$ cat config.mk
export PLATFORM = sky130hd
export DESIGN_NAME = core_sequencer_flat
export DESIGN_NICKNAME = d
export VERILOG_FILES = /design/src/rtl/core_sequencer_if.sv /design/src/rtl/core_sequencer.sv /design/src/flat_wrapper.sv
export SDC_FILE = /design/constraint.sdc
export NUM_CORES = 1
export LEC_CHECK = 0
export BUFFER_PORTS_ARGS = -buffer_cell sky130_fd_sc_hd__buf_2
export CORE_UTILIZATION = 30
export DETAILED_ROUTE_END_ITERATION = 8
export SKIP_CTS_REPAIR_TIMING = 1
export SLEW_MARGIN = 30
export SYNTH_ARGS = -nofsm -noshare
export SYNTH_HDL_FRONTEND = slang
export SYNTH_SLANG_ARGS = --single-unit
$ cat constraint.sdc
create_clock -name clk -period 2.2 [get_ports clk]
set_clock_uncertainty 0.05 [all_clocks]
set_input_delay 0.44 -clock clk [delete_from_list [all_inputs] [get_ports clk]]
set_output_delay 0.44 -clock clk [all_outputs]
set_load 0.1 [all_outputs]
$ cat src/rtl/core_sequencer_if.sv
`default_nettype none
// ============================================================================
// Module   : core_sequencer_if
// Purpose  : Instruction-memory fetch handshake between the sequencer and
//            instruction memory.
// Revision : 1.0 - initial release
// ----------------------------------------------------------------------------
// Signals:
//   imem_req    sequencer -> memory   fetch request, held until accepted
//   imem_addr   sequencer -> memory   32-bit fetch address (word aligned)
//   imem_ready  memory -> sequencer   fetch accepted, rdata valid same cycle
//   imem_rdata  memory -> sequencer   32-bit fetched instruction word
// Modports: master (sequencer side), slave (memory side)
// ============================================================================
interface core_sequencer_if;
  logic        imem_req;
  logic [31:0] imem_addr;
  logic        imem_ready;
  logic [31:0] imem_rdata;

  modport master (
    output imem_req,
    output imem_addr,
    input  imem_ready,
    input  imem_rdata
  );

  modport slave (
    input  imem_req,
    input  imem_addr,
    output imem_ready,
    output imem_rdata
  );
endinterface
`default_nettype wire

$ cat src/rtl/core_sequencer.sv
`default_nettype none
// ============================================================================
// Module   : core_sequencer
// Purpose  : Multi-cycle instruction sequencer for a single-issue RISC-V
//            integer datapath. Owns PC and instruction register, fetches over
//            a request/ready handshake and steps each instruction through
//            FETCH, DECODE, EXECUTE and WRITEBACK (or TRAP on an unsupported
//            opcode).
// Revision : 1.0 - initial release
// ----------------------------------------------------------------------------
// Parameters:
//   RESET_PC       PC value loaded on reset (low two bits forced to zero)
// Ports:
//   clk            clock, rising edge
//   rst            synchronous active-high reset
//   start          leave IDLE and begin fetching at current pc
//   halt_req       stop after the current instruction completes
//   imem           fetch handshake (core_sequencer_if.master)
//   instr          instruction register, to decoder / immediate logic
//   dec_reg_write  decoder write-enable for the current instruction
//   rf_we          register-file write strobe (WRITEBACK only)
//   pc             program counter
//   busy           high in every state except IDLE
//   illegal        one-cycle pulse in TRAP
//   retire_cnt     retired-instruction count
// Build option:
//   RETIRE_CNT_EN  when defined, retire_cnt is a 32-bit wrapping counter of
//                  WRITEBACK cycles; otherwise it is tied to zero.
// ============================================================================
module core_sequencer #(
  parameter logic [31:0] RESET_PC = 32'h0000_0000
) (
  input  wire logic         clk,
  input  wire logic         rst,
  input  wire logic         start,
  input  wire logic         halt_req,
  core_sequencer_if.master  imem,
  output logic [31:0]       instr,
  input  wire logic         dec_reg_write,
  output logic              rf_we,
  output logic [31:0]       pc,
  output logic              busy,
  output logic              illegal,
  output logic [31:0]       retire_cnt
);

  localparam logic [31:0] NOP_INSTR  = 32'h0000_0013;
  localparam logic [6:0]  OPC_RTYPE  = 7'b0110011;
  localparam logic [6:0]  OPC_ITYPE  = 7'b0010011;
  localparam logic [31:0] PC_STEP    = 32'd4;
  localparam logic [31:0] PC_RESET_V = {RESET_PC[31:2], 2'b00};

  typedef enum logic [2:0] {
    S_IDLE      = 3'd0,
    S_FETCH     = 3'd1,
    S_DECODE    = 3'd2,
    S_EXECUTE   = 3'd3,
    S_WRITEBACK = 3'd4,
    S_TRAP      = 3'd5
  } state_t;

  state_t state;
  state_t next_state;
  logic   halt_pend;
  logic   halt_now;
  logic   opc_legal;

  // A halt requested in the very cycle an instruction completes still counts.
  assign halt_now  = halt_pend | halt_req;
  assign opc_legal = (instr[6:0] == OPC_RTYPE) || (instr[6:0] == OPC_ITYPE);

  assign imem.imem_addr = pc;

  // --------------------------------------------------------------------------
  // State register
  // --------------------------------------------------------------------------
  always_ff @(posedge clk) begin
    if (rst) begin
      state <= S_IDLE;
    end else begin
      state <= next_state;
    end
  end

  // --------------------------------------------------------------------------
  // Next-state and state-decoded outputs
  // --------------------------------------------------------------------------
  always_comb begin
    next_state    = state;
    imem.imem_req = 1'b0;
    rf_we         = 1'b0;
    illegal       = 1'b0;
    busy          = 1'b1;

    case (state)
      S_IDLE: begin
        busy = 1'b0;
        if (start && !halt_req) begin
          next_state = S_FETCH;
        end
      end
      S_FETCH: begin
        imem.imem_req = 1'b1;
        if (imem.imem_ready) begin
          next_state = S_DECODE;
        end
      end
      S_DECODE: begin
        next_state = opc_legal ? S_EXECUTE : S_TRAP;
      end
      S_EXECUTE: begin
        next_state = S_WRITEBACK;
      end
      S_WRITEBACK: begin
        // Only same-cycle input-to-output path in the block.
        rf_we      = dec_reg_write;
        next_state = halt_now ? S_IDLE : S_FETCH;
      end
      S_TRAP: begin
        illegal    = 1'b1;
        next_state = halt_now ? S_IDLE : S_FETCH;
      end
      default: begin
        next_state = S_IDLE;
      end
    endcase
  end

  // --------------------------------------------------------------------------
  // Program counter and instruction register
  // --------------------------------------------------------------------------
  always_ff @(posedge clk) begin
    if (rst) begin
      pc    <= PC_RESET_V;
      instr <= NOP_INSTR;
    end else begin
      if (state == S_FETCH && imem.imem_ready) begin
        instr <= imem.imem_rdata;
      end
      // Modulo-2^32 add; the new pc is seen by the following FETCH.
      if (state == S_WRITEBACK || state == S_TRAP) begin
        pc <= pc + PC_STEP;
      end
    end
  end

  // --------------------------------------------------------------------------
  // Halt pending: armed by halt_req outside IDLE, dropped when IDLE is entered
  // --------------------------------------------------------------------------
  always_ff @(posedge clk) begin
    if (rst) begin
      halt_pend <= 1'b0;
    end else if (next_state == S_IDLE) begin
      halt_pend <= 1'b0;
    end else if (state != S_IDLE && halt_req) begin
      halt_pend <= 1'b1;
    end
  end

  // --------------------------------------------------------------------------
  // Retired-instruction counter
  // --------------------------------------------------------------------------
`ifdef RETIRE_CNT_EN
  logic [31:0] retire_q;

  always_ff @(posedge clk) begin
    if (rst) begin
      retire_q <= 32'd0;
    end else if (state == S_WRITEBACK) begin
      retire_q <= retire_q + 32'd1;
    end
  end

  assign retire_cnt = retire_q;
`else
  assign retire_cnt = 32'd0;
`endif

endmodule
`default_nettype wire

$ cat src/flat_wrapper.sv
// flat-port wrapper written by rule: the top's interface ports become plain ports
module core_sequencer_flat 
#(
  parameter logic [31:0] RESET_PC = 32'h0000_0000
)
  (clk, rst, start, halt_req, instr, dec_reg_write, rf_we, pc, busy, illegal, retire_cnt, imem_imem_req, imem_imem_addr, imem_imem_ready, imem_imem_rdata);
  core_sequencer_if imem_i ();
  input  wire logic clk;
  input  wire logic rst;
  input  wire logic start;
  input  wire logic halt_req;
  output logic [31:0] instr;
  input  wire logic dec_reg_write;
  output logic rf_we;
  output logic [31:0] pc;
  output logic busy;
  output logic illegal;
  output logic [31:0] retire_cnt;
  output wire logic [$bits(imem_i.imem_req)-1:0] imem_imem_req;
  output wire logic [$bits(imem_i.imem_addr)-1:0] imem_imem_addr;
  input wire logic [$bits(imem_i.imem_ready)-1:0] imem_imem_ready;
  input wire logic [$bits(imem_i.imem_rdata)-1:0] imem_imem_rdata;
  assign imem_imem_req = imem_i.imem_req;
  assign imem_imem_addr = imem_i.imem_addr;
  assign imem_i.imem_ready = imem_imem_ready;
  assign imem_i.imem_rdata = imem_imem_rdata;
  core_sequencer #(.RESET_PC(RESET_PC)) u_core (.clk(clk), .rst(rst), .start(start), .halt_req(halt_req), .imem(imem_i), .instr(instr), .dec_reg_write(dec_reg_write), .rf_we(rf_we), .pc(pc), .busy(busy), .illegal(illegal), .retire_cnt(retire_cnt));
endmodule
==> impl_metrics.csv, run 1 <==
group,metric,value,unit
run_status,status,"finished, final reports clean",
synth,async_flop_share,0,%
global_route,grt_pass1_wl,12410,microns
route,drc,0,
route,met3_length,581,microns
power_and_ir_drop,power.total,0.002956,W
sta,grt_setup_unrepaired,"no",
placed_design,gp_congestion,0.7377,
synth,synth_seq_cells,66,
cells_and_area,nets,538,
route,postRouteAntennaNets,0,
sta,hold_viol_final,0,
setup_path,r2r-start,"u_core.imem.imem_addr[2]",
die,rows,37,
cells_and_area,seq_area,0.001365,sq mm
route,wl_met1,3412,microns
cells_and_area,fill_cells,1085,
synth,yosysWarnings,0,
global_route,grt_use_total,13.83,%
cells_and_area,multi_input_area,0.001505,sq mm
min_path,whs_path_depth,3,
cells_and_area,insertedDiodeCount,0,
route,wl,7824,microns
power_and_ir_drop,p_leak,1.853,nW
sta,period_share,91.65,%
synth,ys_seq_area_share,40.34,%
route,dr.pass1.iters,4,
clocking,clockBufferDepth,2,
placed_design,port_buffers,133,
global_route,grt_max_degree,27,
power_and_ir_drop,power_density,733.3,mW/mm^2
clocking,h-tree-depth,3,
die,die_h,106.5,microns
cells_and_area,drive_gt1_share,38.17,%
sta,drv_slew,0,
placed_design,place_inst,624,
clocking,insertion_delay,340,ps
die,floorplan.initialDensity,31.31,%
min_path,holdCritStartpoint,"imem_imem_rdata[4]",
sta,fmax,496.0,MHz
global_route,grt-ovfl-total,0,
min_path,hold_end,"u_core.instr[4]",
min_path,hp-class,"input pin to register",
setup_path,cp_data_arrival_time,2240,ps
sta,fin_crit,2016,ps
setup_path,end_kind,"register",
setup_path,cp_max_fo,16,
setup_path,reg2reg_depth,5,
setup_path,worstSetupPathType,"register to register",
clocking,cts_tree,"built",
sta,setup_viol,0,
global_route,grt_pass1_vias,2614,
setup_path,reg2reg_slack,180,ps
die,die_area,0.01134,sq mm
route,routed-via-count,2953,
synth,synth.avg_cell_area,8.148,sq um
cells_and_area,stdcell_count,639,
sta,hold_slack,256.7,ps
die,io_pins,170,
synth,synth_area,0.003276,sq mm
clocking,clkSinkCount,66,
synth,syn_inst,402,
cells_and_area,area_growth,23.07,%
die,core_area,0.01046,sq mm
setup_path,cp.required,2430,ps
route,wire_per_inst,12.24,microns
route,drt_iter0_markers,91,
route,met2_length,3725,microns
flow_run,cap_violations,0,
clocking,clk_pin_slew_worst_paths,80,ps
route,top_layer_used,"met4",
placed_design,dp_hpwl,5633,microns
route,vias_per_cell,4.621,
synth,ys.flop_type,"dfxtp_1",
power_and_ir_drop,ir_worst_vdd,484.0,uV
global_route,antenna_found_initial,0,
synth,ys_types,42,
setup_path,timing.rr.end,"u_core.imem.imem_addr[30]",
synth,synth_edf_count,0,
clocking,cts_inserted_buffers,9,
die,die_w,106.5,microns
clocking,ctsRootBufferMaster,"clkbuf_8",
setup_path,worst_setup_path_start_kind,"register",
==> per-layer routing <==
metal | up-vias | GRT usage [%]
li1 | 1464 | -
met1 | 1357 | 16.27
met2 | 117 | 23.38
met3 | 15 | 4.108
met4 | 0 | 5.675
met5 | - | 0
==> area by class of cell <==
cell class,instances,area share (%)
Clock buffer,13,4.190
Multi-Input combinational cell,276,37.34
Clock inverter,2,0.8690
Sequential cell,66,33.86
Timing Repair Buffer,141,19.06
Tap cell,136,4.221
Inverter,5,0.4655
==> state kept, by name (all words and copies together) (netlist names) <==
signal                 count
u_core.instr              32
u_core.imem.imem_addr     30
u_core.state               3
u_core.halt_pend           1
==> cell families (layout without fill, tap and decap cells) <==
logic type | count (synthesis) | in the layout | synth area share [%]
AND/OR/NAND/NOR | 156 | 156 | 24.45
buffers and inverters | 95 | 161 | 18.79
AO/OA/AOI/OAI | 69 | 69 | 11.88
flip-flops | 66 | 66 | 40.34
XOR/XNOR | 9 | 9 | 2.406
multiplexers | 5 | 5 | 1.642
adder cells (fa/ha/maj) | 1 | 1 | 0.3819
other | 1 | 36 | 0.1145
==> through the flow <==
stage	area, sq um	setup TNS [ps]	worst slack, ps	util, %
2_1_floorplan	3497	-74.16	-10.60	-
3_3_place_gp	3824	0	209.3	36.55
3_5_place_dp	3824	0	167.1	36.55
4_1_cts	4028	-39.50	-39.50	38.50
5_1_grt	4031	0	69.59	38.53
6_report	4031	0	183.7	38.53
==> power by group <==
| part | switching, W | internal, W |
|---|---|---|
| clock network | 0.000465 | 0.000610 |
| logic | 0.000559 | 0.0000880 |
| registers | 0.0000191 | 0.00122 |
==> worst max-delay path, stage by stage, from the launching register on <==
cell and delay [ps]:
dfxtp_4 380, ha_4 140, nand3b_4 120, or3_1 560
or4_1 560, a21oi_1 150
==> cell usage after synthesis, drive strengths merged (2+ instances only) <==
| cell type | number | share of area (%) |
|---|---|---|
| and3 | 2 | 0.38 |
| nand4 | 8 | 1.7 |
| nor2b | 3 | 0.57 |
| and4 | 5 | 1.3 |
| xor2 | 5 | 1.3 |
| nor3b | 3 | 0.69 |
| buf | 70 | 16 |
| o31ai | 13 | 3.0 |
| mux2 | 3 | 1.0 |
| clkbuf | 20 | 2.3 |
| nand3b | 4 | 1.3 |
| dfxtp | 66 | 40 |
| mux2i | 2 | 0.61 |
| nor3 | 3 | 0.46 |
| o21ai | 4 | 0.61 |
| or3 | 5 | 0.95 |
| xnor2 | 4 | 1.1 |
| nor2 | 17 | 1.9 |
| nand2 | 77 | 8.8 |
| nor4 | 2 | 0.38 |
| nand3 | 6 | 0.92 |
| a21oi | 48 | 7.3 |
| inv | 5 | 0.57 |
| or4 | 13 | 3.0 |
==> cell usage in the layout, fill, tap and decap left out, types with 3 or more instances in the layout <==
cell type	count
buf_2	131
nand2_1	77
a21oi_1	48
dfxtp_1	39
conb_1	36
dfxtp_2	23
nor2_1	17
o31ai_1	13
or4_1	13
clkbuf_8	12
nand4_1	7
nand3_1	6
buf_4	6
or3_1	5
and4_1	5
inv_1	5
xor2_1	5
o21ai_0	4
xnor2_1	4
dfxtp_4	4
nor2b_1	3
mux2_2	3
nand3b_1	3
buf_12	3
==> worst max path at each step <==
stage	from	end	slack (ps)
2_1_floorplan	u_core.state[0]	u_core.instr[25]	-10
3_3_place_gp	u_core.imem.imem_addr[2]	u_core.imem.imem_addr[26]	210
3_5_place_dp	u_core.imem.imem_addr[2]	u_core.imem.imem_addr[30]	170
4_1_cts	u_core.state[0]	imem_imem_req	-40
5_1_grt	u_core.imem.imem_addr[2]	u_core.imem.imem_addr[28]	70
6_report	u_core.imem.imem_addr[2]	u_core.imem.imem_addr[30]	180
No activity file was read; power rests on OpenSTA's default activity.
==> inputs of run 2 (changes only) <==
- CORE_MARGIN: not set -> 2
==> run 2 against run 1 <==
  * Worst setup slack worse by 54 ps
  * Global-route usage down 0.33 points
  * Count of clock-buffer cells in the layout down 1
  * Non-clock buffer count unchanged
  * Highest routed layer unchanged
  * Largest power group unchanged
  * Die area up 3.8%
  * Largest cell class unchanged
  * Flip-flop and latch count unchanged
==> impl_metrics.csv, run 2 (synthesized netlist as in run 1, its figures left out) <==
group,metric,value,unit
global_route,grt_pass1_wl,12400,microns
setup_path,cp_top_family,"flip-flops",
global_route,grt_pass1_vias,2511,
die,rows,38,
sta,hold_viol_final,0,
clocking,cts_inserted_buffers,9,
placed_design,dp_hpwl,5639,microns
setup_path,reg2reg_slack,130,ps
cells_and_area,final_common_cell,"buf_2",
power_and_ir_drop,power_density,721.5,mW/mm^2
setup_path,worstPathCellList,"nor3b_4 > clkbuf_4",
setup_path,worst_setup_path_start_kind,"register",
power_and_ir_drop,switching_share,35.97,%
global_route,grt_max_degree,33,
die,io_pins,170,
cells_and_area,insertedDiodeCount,0,
sta,fmax,483.1,MHz
flow_run,cap_violations,0,
cells_and_area,nets,538,
power_and_ir_drop,switching_power,0.001036,W
setup_path,slowest_stage,"dfxtp_1",
setup_path,end_kind,"output pin",
setup_path,max_stage_delay,580,ps
global_route,grt-ovfl-total,0,
setup_path,cp_max_fo,9,
sta,grt_setup_unrepaired,"no",
clocking,clkSinkCount,66,
route,vias_per_cell,4.530,
power_and_ir_drop,share_seq_of_total_power,42.9,%
sta,hold_slack,259.9,ps
die,die_area,0.01177,sq mm
route,drt_iter0_markers,67,
placed_design,gp_congestion,0.7577,
run_status,status,"finished, final reports clean",
cells_and_area,area_growth,21.85,%
cells_and_area,drive_gt1_share,37.77,%
cells_and_area,largest_register_ffs,32,
clocking,ctsRootBufferMaster,"clkbuf_8",
clocking,clockBufferDepth,2,
setup_path,cp_data_arrival_time,1580,ps
route,postRouteAntennaNets,0,
sta,fin_crit,2070,ps
power_and_ir_drop,p_int,0.001844,W
sta,drv_slew,0,
route,routed-via-count,2913,
setup_path,cp.required,1710,ps
clocking,cts_tree,"built",
cells_and_area,regMostFlops,"u_core.instr",
die,die_h,108.5,microns
die,die_w,108.5,microns
clocking,h-tree-depth,3,
die,floorplan.initialDensity,30.48,%
power_and_ir_drop,power_frac_comb,22.2,%
cells_and_area,layout_common_cells,"131 x buf_2, 77 x nand2_1, 48 x a21oi_1",
power_and_ir_drop,p_leak,1.834,nW
power_and_ir_drop,ir_worst_vdd,272.2,uV
route,wire_per_inst,12.32,microns
route,wl,7921,microns
global_route,grt_use_total,13.49,%
placed_design,port_buffers,133,
setup_path,worstSetupPathType,"register to output pin",
die,core_area,0.01075,sq mm
route,dr.pass1.iters,4,
min_path,hp-class,"input pin to register",
clocking,clk_pin_slew_worst_paths,80,ps
setup_path,cp.buffers_inverters,1,
power_and_ir_drop,power.total,0.002880,W
global_route,antenna_found_initial,0,
sta,setup_viol,0,
power_and_ir_drop,p_clk_share,34.9,%
clocking,insertion_delay,340,ps
sta,period_share,94.09,%
route,drc,0,
## run 2: tightest hold or removal path, cell delays in order
cell	delay, ps
buf_2	80
nand2_1	40
nand3b_1	60
## run 2: per-layer routing
metal / GRT usage [%] / vias up / wire length [microns]
li1: - / 1465 / -
met1: 16.35 / 1339 / 3513
met2: 22.05 / 99 / 3749
met3: 3.978 / 10 / 541
met4: 6.044 / 0 / 116
met5: 0 / - / 0
## run 2: path summary, 6_finish.rpt
kind,startpoint,endpoint,cells past startpoint
worst max-delay path,u_core.state[0],imem_imem_req,2
worst min-delay path,imem_imem_rdata[4],u_core.instr[4],3
worst max register to register,u_core.imem.imem_addr[2],u_core.imem.imem_addr[26],5
worst min register to register,u_core.instr[24],u_core.instr[24],2
## run 2: power groups by stage
| stage | sequential, W | clock [W] | combinational, W |
|---|---|---|---|
| after global routing | 0.00124 | 0.00111 | 0.000667 |
| final | 0.00123 | 0.00101 | 0.000640 |
| after floorplan | 0.00142 | 0 | 0.000450 |
| after detailed placement | 0.00126 | 0 | 0.000641 |
| after CTS | 0.00123 | 0.00105 | 0.000642 |
| after global placement | 0.00126 | 0 | 0.000638 |
## run 2: stage by stage
| step | TNS, ps | setup WS [ps] | util [%] | cells | instance area [sq um] |
|---|---|---|---|---|---|
| after floorplan | -74.16 | -10.60 | - | 437 | 3497 |
| after global placement | 0 | 209.3 | 35.40 | 628 | 3804 |
| after CTS | -9.699 | -9.699 | 37.12 | 643 | 3989 |
| after global routing | 0 | 10.61 | 37.14 | 643 | 3991 |
| after detailed placement | 0 | 154.5 | 35.40 | 628 | 3804 |
| final | 0 | 130.0 | 37.14 | 643 | 3991 |
## run 2: layout make-up
class | count | area, sq um
inverter | 5 | 18.77
sequential | 66 | 1364
fill | 1121 | 6754
clock buffer | 12 | 145.1
tap | 140 | 175.2
clock inverter | 3 | 40.04
multi-input combinational | 276 | 1505
timing repair buffer | 141 | 743.2
==> inputs of run 3 (changes only) <==
- CTS_BUF_LIST: not set -> sky130_fd_sc_hd__clkbuf_8 sky130_fd_sc_hd__clkbuf_16
- clock period: 2.2 -> 2.4 ns (I/O delays scaled with it)
==> run 3 against run 2 <==
  * Largest cell class unchanged
  * Clock power fell by 17%
  * Flip-flop and latch count did not move
  * Critical path type unchanged
  * Via count rose by 1.1%
  * Non-clock buffer count did not move
==> impl_metrics.csv, run 3 (synthesized netlist as in run 1, its figures left out) <==
group,metric,value,unit
setup_path,cp_data_arrival_time,1640,ps
die,die_area,0.01177,sq mm
die,die_w,108.5,microns
sta,setup_ws,234.8,ps
setup_path,r2r-start,"u_core.imem.imem_addr[2]",
sta,hold_viol_final,0,
cells_and_area,fill_cells,1159,
cells_and_area,largest_register_ffs,32,
min_path,hp-class,"input pin to register",
cells_and_area,area_growth,19.82,%
route,drt_iter0_markers,104,
placed_design,gp_congestion,0.7300,
min_path,holdCritStartpoint,"imem_imem_rdata[4]",
cells_and_area,drive_gt1_share,35.91,%
power_and_ir_drop,ir_worst_vdd,328.0,uV
route,drc,0,
clocking,clk_pin_slew_worst_paths,80,ps
clocking,cts_tree,"built",
global_route,antenna_found_initial,0,
die,rows,38,
global_route,grt_pass1_vias,2607,
route,wl,7866,microns
route,dr.pass1.iters,4,
clocking,clockBufferDepth,2,
cells_and_area,insertedDiodeCount,0,
route,vias_per_cell,4.573,
global_route,grt_pass1_wl,12250,microns
sta,setup_viol,0,
clocking,ctsRootBufferMaster,"clkbuf_8",
cells_and_area,regMostFlops,"u_core.instr",
global_route,grt_use_total,13.25,%
setup_path,cp_max_fo,9,
global_route,grt_max_degree,33,
die,floorplan.initialDensity,30.48,%
cells_and_area,seq_area,0.001341,sq mm
clocking,cts_inserted_buffers,9,
sta,fin_crit,2165,ps
sta,fmax,461.8,MHz
route,wire_per_inst,12.21,microns
setup_path,crit_start,"u_core.state[0]",
sta,grt_setup_unrepaired,"no",
placed_design,port_buffers,133,
sta,fin_setup_tns,0,ps
setup_path,worstSetupPathType,"register to output pin",
clocking,h-tree-depth,3,
setup_path,end_kind,"output pin",
setup_path,worst_setup_path_start_kind,"register",
sta,drv_slew,0,
clocking,clkSinkCount,66,
placed_design,dp_hpwl,5641,microns
cells_and_area,nets,538,
sta,period_share,90.22,%
setup_path,cp.required,1870,ps
cells_and_area,multi_input_area,0.001493,sq mm
cells_and_area,layout_common_cells,"133 x buf_2, 77 x nand2_1, 50 x dfxtp_1",
flow_run,cap_violations,0,
cells_and_area,final_common_cell,"buf_2",
placed_design,dp_slack,288.9,ps
run_status,status,"finished, final reports clean",
die,io_pins,170,
setup_path,reg2reg_slack,280,ps
route,routed-via-count,2945,
route,postRouteAntennaNets,0,
clocking,insertion_delay,340,ps
power_and_ir_drop,power_density,652.2,mW/mm^2
power_and_ir_drop,p_leak,1.821,nW
die,core_area,0.01075,sq mm
die,die_h,108.5,microns
global_route,grt-ovfl-total,0,
==> run 3: cell types whose count changed in the layout (fill, tap and decap cells not counted), moves of 2 or more <==
cell / change
dfxtp_1: +10
dfxtp_2: -6
dfxtp_4: -4
clkbuf_1: -2
clkinvlp_4: +2
buf_2: +2
==> run 3: layout make-up <==
cell class	instances	area share (%)
Inverter	5	0.4782
Sequential cell	66	34.17
Timing Repair Buffer	141	18.49
Tap cell	140	4.463
Clock buffer	10	3.507
Multi-Input combinational cell	276	38.03
Clock inverter	6	0.8607
==> run 3: worst paths after layout <==
path / endpoint / cells after the start
min: u_core.instr[4] / 3
min reg2reg: u_core.instr[17] / 2
max reg2reg: u_core.imem.imem_addr[30] / 5
max: imem_imem_req / 2
==> run 3: where the power goes <==
| part | switching [W] | total, W | internal (W) |
|---|---|---|---|
| combinational | 0.000510 | 0.000584 | 0.0000748 |
| sequential | 0.0000170 | 0.00113 | 0.00112 |
| clock | 0.000447 | 0.000840 | 0.000394 |
| total | 0.000973 | 0.00256 | 0.00159 |
==> run 3: worst max-delay path, cell delays in order (launching register included) <==
cell and delay, ps:
dfxtp_1 550, nor3b_4 270, buf_2 470
==> run 3: layer usage <==
metal  share of wire, %  vias to the layer above  wire, microns  global-route usage, %
li1                   -                     1461              -                      -
met1                 43                     1352           3345                  15.66
met2                 48                      116           3775                  22.37
met3                7.7                       16            609                  3.918
met4                1.7                        0            136                  5.403
met5                  0                        -              0                      0
==> run 3: stage by stage <==
| stage | util (%) | hold slack, ps | std cells | area (sq um) | total power, W |
|---|---|---|---|---|---|
| 2_1_floorplan | - | 437.4 | 437 | 3451 | 0.001713 |
| 3_3_place_gp | 34.93 | 389.4 | 628 | 3754 | 0.001743 |
| 3_5_place_dp | 34.93 | 397.2 | 628 | 3754 | 0.001747 |
| 4_1_cts | 36.53 | 263.5 | 644 | 3925 | 0.002612 |
| 5_1_grt | 36.53 | 287.3 | 644 | 3925 | 0.002675 |
| 6_report | 36.53 | 294.2 | 644 | 3925 | 0.002560 |
